File: src/rtl/half_adder_cell.sv
// half_adder_cell: single-bit half adder built only from xor/and gate primitives.
`default_nettype none

module half_adder_cell (
  input  wire logic a,
  input  wire logic b,
  output wire logic sum,
  output wire logic carry
);

  xor u_xor (sum, a, b);
  and u_and (carry, a, b);

endmodule

`default_nettype wire

File: src/rtl/half_adder_structural_rep.sv
// half_adder_structural_rep: WIDTH independent structural half-adder lanes with
// zero-latency outputs plus a registered, valid-qualified copy.
`default_nettype none

module half_adder_structural_rep #(
  parameter int WIDTH = 1
) (
  input  wire logic             clk,
  input  wire logic             rst,
  input  wire logic [WIDTH-1:0] a,
  input  wire logic [WIDTH-1:0] b,
  input  wire logic             in_valid,
  output wire logic [WIDTH-1:0] sum,
  output wire logic [WIDTH-1:0] carry,
  output logic      [WIDTH-1:0] sum_q,
  output logic      [WIDTH-1:0] carry_q,
  output logic                  out_valid
);

  logic [WIDTH-1:0] sum_d;
  logic [WIDTH-1:0] carry_d;
  logic             out_valid_d;
  logic             out_valid_q;

  // Lanes share nothing, so no carry ever crosses between them.
  for (genvar i = 0; i < WIDTH; i++) begin : g_lane
    half_adder_cell u_cell (
      .a     (a[i]),
      .b     (b[i]),
      .sum   (sum[i]),
      .carry (carry[i])
    );
  end

  // Data registers only load on a valid beat; the valid flag itself tracks every cycle.
  always_comb begin
    sum_d       = sum_q;
    carry_d     = carry_q;
    out_valid_d = in_valid;
    if (in_valid) begin
      sum_d   = sum;
      carry_d = carry;
    end
  end

  always_ff @(posedge clk) begin
    if (rst) begin
      sum_q       <= '0;
      carry_q     <= '0;
      out_valid_q <= 1'b0;
    end else begin
      sum_q       <= sum_d;
      carry_q     <= carry_d;
      out_valid_q <= out_valid_d;
    end
  end

  assign out_valid = out_valid_q;

endmodule

`default_nettype wire

File: config.mk
export PLATFORM = sky130hd
export DESIGN_NAME = half_adder_structural_rep
export DESIGN_NICKNAME = d
export VERILOG_FILES = /design/src/rtl/half_adder_cell.sv /design/src/rtl/half_adder_structural_rep.sv
export SDC_FILE = /design/constraint.sdc
export NUM_CORES = 1
export LEC_CHECK = 0
export BUFFER_PORTS_ARGS = -buffer_cell sky130_fd_sc_hd__buf_2
export CAP_MARGIN = 20
export CORE_AREA = 5 5 42 44
export CTS_BUF_LIST = sky130_fd_sc_hd__clkbuf_4 sky130_fd_sc_hd__clkbuf_8
export CTS_CLUSTER_SIZE = 12
export DETAILED_ROUTE_END_ITERATION = 10
export DIE_AREA = 0 0 47 49
export SYNTH_ARGS = -nofsm -noshare
export SYNTH_HDL_FRONTEND = slang
export SYNTH_SLANG_ARGS = --single-unit
File: constraint.sdc
create_clock -name clk -period 0.9 [get_ports clk]
set_clock_uncertainty 0.1 [all_clocks]
set_input_delay 0.045 -clock clk [delete_from_list [all_inputs] [get_ports clk]]
set_output_delay 0.045 -clock clk [all_outputs]
set_load 0.01 [all_outputs]
# Yosys cells after proc, flatten, opt, wreduce, memory -nomap -nowiden
# Cells that the tools add are included.
# Widths: inputs -> output; s select.
# word_totals
elab_cells	5
register_bits	3
inputBits	5
# op_classes
n_bitwise	2
# op_table
cell	count
$and 1x1->1	1
$xor 1x1->1	1

# Longest topological paths before layout
# Gate-level depths: netlist (run 1).
# depth
word_depth	1
ltp_mapped	3
mapped_depth_nobuf	3

# Modules after synthesis
# Synthesis (run 1) repeated with hierarchy kept, for this count alone.
# hier_totals
cells_unflattened	9
hier_area_um2	106.4
# by_module_without_submodules
mod	cells_per_inst	area_per_inst_um2	n_inst
half_adder_structural_rep	8	93.8	1
half_adder_cell	1	12.5	1

# Least setup slack after synthesis (run 1)
# Ideal clock, no wire load.
# synth_path
path_type	input -> register
startpoint	input port a
endpoint	register sum_q
n_path_buf	0
t_arrival_ns	0.548
path_stages	3
required_time_ns	0.686
path_slack_ns	0.137
path_cell_list	ha_1 -> mux2i_1 -> nor2_1
# synth_via
elab_chain_len	1
# synth_lines
item	line	source
start, declared	half_adder_structural_rep.sv:10	input wire logic [WIDTH-1:0] a,
$xor 1x1->1	half_adder_cell.sv:11	xor u_xor (sum, a, b);
end signal, assigned	half_adder_structural_rep.sv:52	sum_q <= sum_d;
end, declared	half_adder_structural_rep.sv:15	output logic [WIDTH-1:0] sum_q,
# No other way between the ends.
# A chain may end at the register's enable or synchronous reset.

# Worst setup path in the final report (run 1)
# layout_path
startpoint	register carry_q
endpoint	output port carry_q
# layout_rtl
item	line	source
start, declared	half_adder_structural_rep.sv:16	output logic [WIDTH-1:0] carry_q,
start signal, assigned	half_adder_structural_rep.sv:53	carry_q <= carry_d;
# No word-level cell between the ends.

==> results of run 1 <==
kinds of logic (layout without fill, tap and decap cells):
group,Yosys count,after routing,synth area share
simple gates,3,3,0.129
fa+ha+maj,1,1,0.118
mux,2,2,0.188
flops,3,3,0.565
buf+inv,0,15,0
worst register-to-register path: stages, from the launching register on:
cell     delay (ps)
dfxtp_1         300
mux2i_1         120
nor2_1           50
metal layers:
layer	up-vias	wire, um	global-route usage
met5	-	0	0
met3	0	25	0.0148
met4	0	0	0.0553
met1	52	138	0.0373
met2	6	156	0.0498
li1	59	-	-
placed cells by master, fill, tap and decap left out:
| cell type | count |
|---|---|
| mux2i_1 | 2 |
| nor2_1 | 2 |
| dfxtp_1 | 3 |
| ha_1 | 1 |
| clkbuf_4 | 4 |
| nor2b_1 | 1 |
| dlygate4sd3_1 | 2 |
| buf_2 | 9 |
power by group through the flow:
stage                     registers [mW]  logic [mW]  clock network, mW
final                              0.144      0.0568              0.266
after global routing               0.145      0.0652              0.289
after CTS                          0.144      0.0587              0.279
after detailed placement           0.146      0.0516                  0
after global placement             0.146      0.0512                  0
after floorplan                    0.150      0.0199                  0
path summary, 6_finish.rpt:
kind,cells past startpoint,slack (ps),to,from
worst max-delay path,1,80,carry_q,carry_q
worst min-delay path,3,9,carry_q,in_valid
worst max register to register,2,220,sum_q,sum_q
worst min register to register,2,390,carry_q,carry_q
sequential cells by signal (all words and copies together) (netlist names):
register and flops:
carry_q 1, sum_q 1, out_valid 1
area by class of cell:
cell class / instances / area [sq um] / area share
clock buffers: 4 / 30.0 / 0.136
repair buffers: 11 / 65.1 / 0.294
multi-input cells: 6 / 46.3 / 0.209
flip-flops and latches: 3 / 60.1 / 0.271
well taps: 16 / 20.0 / 0.0904
repair_timing:
action,in CTS,in global routing
endpoints found under the hold margin,3,0
hold buffers,2,0
gates resized for setup,0,0
==> results.md, run 1 <==
- Status: completed
- Finished Core Util: 0.158
- Total Die Area: 0.00230 sq mm
- Inserted Clock Buffers: 3
- Critical path's slowest cell: dfxtp_1
- Clk pwr share: 0.569
- Cell-internal power: 0.368 mW
- Largest net degree at the start of global routing: 4
- Drt total wl: 320 um
- Synth top area share: 0.565
- Initial drt markers: 3
- CTS tree: built
- Port bufs: 9
- H-tree depth: 1
- Design Area, Final: 221 sq um
- Placer Congestion: 0.597
- Via density per instance: 2.93
- Max_cap viols: 0
- Fillcell total: 163
- Initial Util: 0.0759
- Synth Net Count: 15
- Critical Path Source Type: flop
- Switching power: 0.0982 mW
- CP max stage delay: 320 ps
- VDD IR max: 0.677 mV
- Clock buffer depth: 2
- Number of synthesized flops with an enable pin: 0
- Detailed Routing Iterations Pass 1: 2
- # nets final: 31
- Ranking of synthesized cells by area: dfxtp_1, mux2i_1, ha_1
- Clk root buf: clkbuf_4
- Post-synthesis cell type count: 5
- Pre-CTS setup slack: 42.6 ps
- Clk pin slew, worst setup/hold paths: 40 ps
- Worst path bufs/invs: 1
- Fin. max-slew vios: 0
- WL per Instance: 8.00 um
- Pin slew with the least headroom to its limit: 117 ps
- Post-Syn Area per Cell: 11.8 sq um
- Post-CTS Setup Repair Bufs: 0
- Final worst-path cycle share: 0.915
- Layout cell share with drive strength beyond 1: 0.542
- Cell count after synthesis: 9
- Clock sinks: 3
- Sw Share: 0.211
- Placed inst area: 171 sq um
- Gate power share: 0.122
- FF+latch count, synth: 3
- Initial antenna violation count: 0
- Finished Layout Cells: 40
- Power Total: 0.466 mW
- Setup TNS: 0 ps
- Final setup vio count: 0
- Power density over cell area: 2110 mW/mm^2
- Layout overhead on the synthesized area: 108%
- Critical path fanouts, max: 2
- PnR worst setup slack: 76.4 ps
- CP top delay family: flip-flops
- GRT Overall Usage: 0.0387
- Required @ worst endpoint: 750 ps
- Crit path DAT: 680 ps
- Yosys Warn Count: 0
- Vias in the first global route: 150
- Top-count cell post-synth: dfxtp_1
- Clk_lat worst skew: 230 ps
- Die Width: 47 um
- Placed insts: 34
- Core area: 0.00140 sq mm
- Hold Slack: 9.48 ps
- FP Rows: 14
- Synth Cell Area: 106 sq um
- Register area share after synthesis: 0.565
- Maximum achievable frequency: 1210 MHz
- Crit-path cells: buf_2
- Post-route minimum period: 824 ps
- Part of the power in registers: 0.309
- # DRC: 0
- Die height: 49 um
- First-pass GRT wire length: 593 um
- Ys flop type: dfxtp_1
- Setup crit end kind: primary output
- IO Pins: 10
- Pleak: 0.116 nW
- Via count: 117
- GRT overflow: 0
- Async SR Flop Fraction: 0
- Most area-hungry cell type in the Yosys netlist: dfxtp_1
- Setup Crit Path Kind: flop to primary output
- Synth cell count leaders: dfxtp_1, mux2i_1, nor2_1
- Final hold vios: 0
- Post-DRT Antenna Nets: 0
- Hold/Removal Path Class: primary input to flop
- N_diodes: 0
- Max_slew headroom: 0.920
- RSZ-0062 raised after global routing: no
Power figures use the tool's default switching activity.
==> run 2, diff against run 1 <==
- CELL_PAD_IN_SITES_DETAIL_PLACEMENT: not set -> 1
- CELL_PAD_IN_SITES_GLOBAL_PLACEMENT: not set -> 2
- CTS_BUF_LIST: sky130_fd_sc_hd__clkbuf_4 sky130_fd_sc_hd__clkbuf_8 -> sky130_fd_sc_hd__clkbuf_4
- PLACE_DENSITY_LB_ADDON: not set -> 0.1
==> run 2 against run 1 <==
Sequential power barely moved. Combinational power down 0.7%. Cell count is the same.
==> results.md, run 2 (synthesis gave the netlist of run 1 again) <==
- GRT overflow: 0
- Placed insts: 34
- Sw Share: 0.226
- Grt met3 use: 0.0554
- Fin. max-slew vios: 0
- CP max stage delay: 320 ps
- Clk pin slew, worst setup/hold paths: 40 ps
- VDD IR max: 0.459 mV
- Worst path bufs/invs: 1
- Pleak: 0.116 nW
- FP Rows: 14
- Crit-path cells: buf_2
- PnR worst setup slack: 66.5 ps
- GRT Overall Usage: 0.0422
- Met1 GRT Util: 0.0349
- N_diodes: 0
- Clk pwr share: 0.580
- Pin slew with the least headroom to its limit: 120 ps
- Initial antenna violation count: 0
- Levels on crit path: 1
- Hold Slack: 2.80 ps
- Hold Path Depth: 3
- Initial drt markers: 0
- RSZ-0062 raised after global routing: no
- Critical path's slowest cell: dfxtp_1
- Port bufs: 9
- Flop-to-flop setup slack: 220 ps
- Commonest non-fill, non-tap cell in the layout: buf_2
- # DRC: 0
- Worst Reg-to-Reg Cells: 2
- Core area: 0.00140 sq mm
- Final hold vios: 0
- Drt total wl: 363 um
- Switching power: 0.108 mW
- Post-CTS Setup Repair Bufs: 0
- Final setup vio count: 0
- Via density per instance: 3.28
- Cell-internal power: 0.369 mW
- Clock buffer depth: 2
- Fillcell total: 186
- Hold/Removal Path Class: primary input to flop
- CTS tree: built
- Finished Layout Cells: 40
- Layout cell share with drive strength beyond 1: 0.542
- Final worst-path cycle share: 0.926
- Layout overhead on the synthesized area: 108%
- IO Pins: 10
- Part of the power in registers: 0.302
- Die Width: 47 um
- Clock sinks: 3
- Power density over cell area: 2150 mW/mm^2
- Clk_lat worst skew: 240 ps
- Worst Hold Path EP: carry_q
- Die height: 49 um
- Global routing's busiest layer: met3
- Setup crit end kind: primary output
- Largest net degree at the start of global routing: 4
- Pre-CTS setup slack: 36.8 ps
- Placer Congestion: 0.533
- Maximum achievable frequency: 1200 MHz
- H-tree depth: 1
- CP top delay family: flip-flops
- RR Startpoint: sum_q
- Via count: 131
- Setup Crit Path Kind: flop to primary output
- Detailed Routing Iterations Pass 1: 1
- WL per Instance: 9.08 um
- HP Start: in_valid
- CTS resizes: 0
- Max_slew headroom: 0.917
- Status: completed
- # nets final: 31
- Setup TNS: 0 ps
- Inserted Clock Buffers: 3
- First-pass GRT wire length: 558 um
- Required @ worst endpoint: 750 ps
- Power Total: 0.476 mW
- Post-route minimum period: 833 ps
- Total Die Area: 0.00230 sq mm
- Met2 usage: 0.0452
- Initial Util: 0.0759
- Worst Setup SP: carry_q
- Most frequent cells in the layout: buf_2, clkbuf_4, dfxtp_1
- Max_cap viols: 0
- Post-DRT Antenna Nets: 0
- Clk root buf: clkbuf_4
- FF-to-FF End: sum_q
- Critical Path Source Type: flop
- Critical path fanouts, max: 2
- Crit path DAT: 690 ps
- Vias in the first global route: 148
- Cts hold-fix bufs: 2
- Gate power share: 0.118
run 2: cell counts in the layout (fill, tap and decap cells not counted):
Identical to the previous run, type by type.
run 2: power by group through the flow:
stage / Combinational [mW] / Clock, mW / Sequential [mW]
after floorplan: 0.0199 / 0 / 0.150
after global placement: 0.0523 / 0 / 0.146
after detailed placement: 0.0522 / 0 / 0.146
after CTS: 0.0594 / 0.292 / 0.144
after global routing: 0.0638 / 0.304 / 0.145
final: 0.0564 / 0.276 / 0.144
run 2: worst max-delay path by stage:
stage,to,slack (ps)
2_1_floorplan,sum_q,140
3_3_place_gp,sum_q,40
3_5_place_dp,sum_q,40
4_1_cts,carry_q,50
5_1_grt,sum_q,30
6_report,carry_q,70
run 2: cell type report:
cell class / count / area, sq um / area share
clock buffers: 4 / 30.0 / 0.136
multi-input cells: 6 / 46.3 / 0.209
repair buffers: 11 / 65.1 / 0.294
well taps: 16 / 20.0 / 0.0904
flip-flops and latches: 3 / 60.1 / 0.271
run 2: layer usage:
metal / part of all wire / vias to the layer above
li1: - / 60
met1: 0.35 / 59
met2: 0.48 / 9
met3: 0.14 / 3
met4: 0.028 / 0
met5: 0 / -
run 2: stage by stage:
stage | instance area, sq um | util
after floorplan | 106 | -
after global placement | 171 | 0.122
after detailed placement | 171 | 0.122
after CTS | 221 | 0.158
after global routing | 221 | 0.158
final | 221 | 0.158
==> run 3, diff against run 2 <==
- CTS_BUF_LIST: sky130_fd_sc_hd__clkbuf_4 -> sky130_fd_sc_hd__clkbuf_8
==> run 3 against run 2 <==
Sequential power barely moved. Via count fell by 6.1%. Final area rose by 2.3%.
==> results.md, run 3 (synthesis gave the netlist of run 1 again) <==
- Detailed Routing Iterations Pass 1: 2
- Initial antenna violation count: 0
- Clk_lat worst skew: 210 ps
- CTS tree: built
- Setup crit end kind: primary output
- H-tree depth: 1
- Switching power: 0.117 mW
- Cell-internal power: 0.460 mW
- # nets final: 30
- Fin. max-slew vios: 0
- Clock sinks: 3
- Gate power share: 0.092
- Critical path's slowest cell: dfxtp_1
- Setup TNS: 0 ps
- Worst path bufs/invs: 1
- Clk root buf: clkbuf_8
- CTS resizes: 0
- Core area: 0.00140 sq mm
- N_diodes: 0
- IO Pins: 10
- Post-CTS Setup Repair Bufs: 0
- CP top delay family: flip-flops
- Status: completed
- Post-route minimum period: 806 ps
- Total Die Area: 0.00230 sq mm
- Via density per instance: 3.15
- Max_slew headroom: 0.914
- VDD IR max: 0.842 mV
- Largest net degree at the start of global routing: 4
- Power density over cell area: 2550 mW/mm^2
- Crit path DAT: 660 ps
- Clk pin slew, worst setup/hold paths: 30 ps
- WL per Instance: 9.15 um
- Layout overhead on the synthesized area: 113%
- GRT Overall Usage: 0.0401
- # DRC: 0
- Final hold vios: 0
- First-pass GRT wire length: 558 um
- Hold/Removal Path Class: primary input to flop
- CP max stage delay: 320 ps
- Final worst-path cycle share: 0.895
- Sw Share: 0.203
- Part of the power in registers: 0.250
- Fillcell total: 181
- Required @ worst endpoint: 750 ps
- Max_cap viols: 0
- Post-DRT Antenna Nets: 0
- GRT overflow: 0
- Placer Congestion: 0.533
- Die Width: 47 um
- Finished Core Util: 0.162
- Port bufs: 9
- Drt total wl: 357 um
- Setup Crit Path Kind: flop to primary output
- Clock buffer depth: 2
- Initial drt markers: 3
- Cts hold-fix bufs: 1
- FP Rows: 14
- Commonest non-fill, non-tap cell in the layout: buf_2
- Clk pwr share: 0.657
- RSZ-0062 raised after global routing: no
- Layout cell share with drive strength beyond 1: 0.522
- Most frequent cells in the layout: buf_2, dfxtp_1, clkbuf_8
- Critical Path Source Type: flop
- Die height: 49 um
- Via count: 123
- Pin slew with the least headroom to its limit: 126 ps
- Pleak: 0.121 nW
- Crit-path cells: buf_2
- Inserted Clock Buffers: 3
- Vias in the first global route: 149
- Initial Util: 0.0759
- Critical path fanouts, max: 2
- Final setup vio count: 0
- Maximum achievable frequency: 1240 MHz
-- run 3: power groups by stage --
stage | combinational [mW] | clock [mW] | sequential [mW]
global route | 0.0598 | 0.410 | 0.145
CTS | 0.0562 | 0.394 | 0.145
detailed placement | 0.0522 | 0 | 0.146
finish | 0.0533 | 0.379 | 0.144
global placement | 0.0523 | 0 | 0.146
floorplan | 0.0199 | 0 | 0.150
-- run 3: worst paths after layout --
check,slack [ps],startpoint,endpoint,cells past startpoint
worst min-delay path,20,in_valid,out_valid,2
worst min register to register,390,carry_q,carry_q,2
worst max register to register,220,sum_q,sum_q,2
worst max-delay path,90,carry_q,carry_q,1
-- run 3: area by class of cell --
| cell class | count | area [sq um] | share of cell area |
|---|---|---|---|
| repair buffers | 10 | 55.1 | 0.243 |
| clock buffers | 3 | 41.3 | 0.182 |
| multi-input cells | 6 | 46.3 | 0.204 |
| flip-flops and latches | 3 | 60.1 | 0.265 |
| well taps | 16 | 20.0 | 0.0884 |
| clock inverters | 1 | 3.75 | 0.0166 |
-- run 3: through the flow --
step / worst slack (ps) / instance area [sq um] / std cells / hold WS [ps] / power, mW
6_report: 94.5 / 226 / 39 / 16.6 / 0.577
5_1_grt: 62.0 / 226 / 39 / 32.9 / 0.615
4_1_cts: 80.3 / 226 / 39 / 23.7 / 0.595
3_5_place_dp: 36.8 / 171 / 34 / 148 / 0.198
3_3_place_gp: 40.4 / 171 / 34 / 149 / 0.198
2_1_floorplan: 137 / 106 / 9 / 16.6 / 0.170
-- run 3: routing by layer --
| metal | up-vias | GRT usage | routed length [um] |
|---|---|---|---|
| met5 | - | 0 | 0 |
| met4 | 0 | 0.0276 | 0 |
| met3 | 0 | 0.0554 | 48 |
| met2 | 9 | 0.0452 | 187 |
| met1 | 57 | 0.0350 | 121 |
| li1 | 57 | - | - |
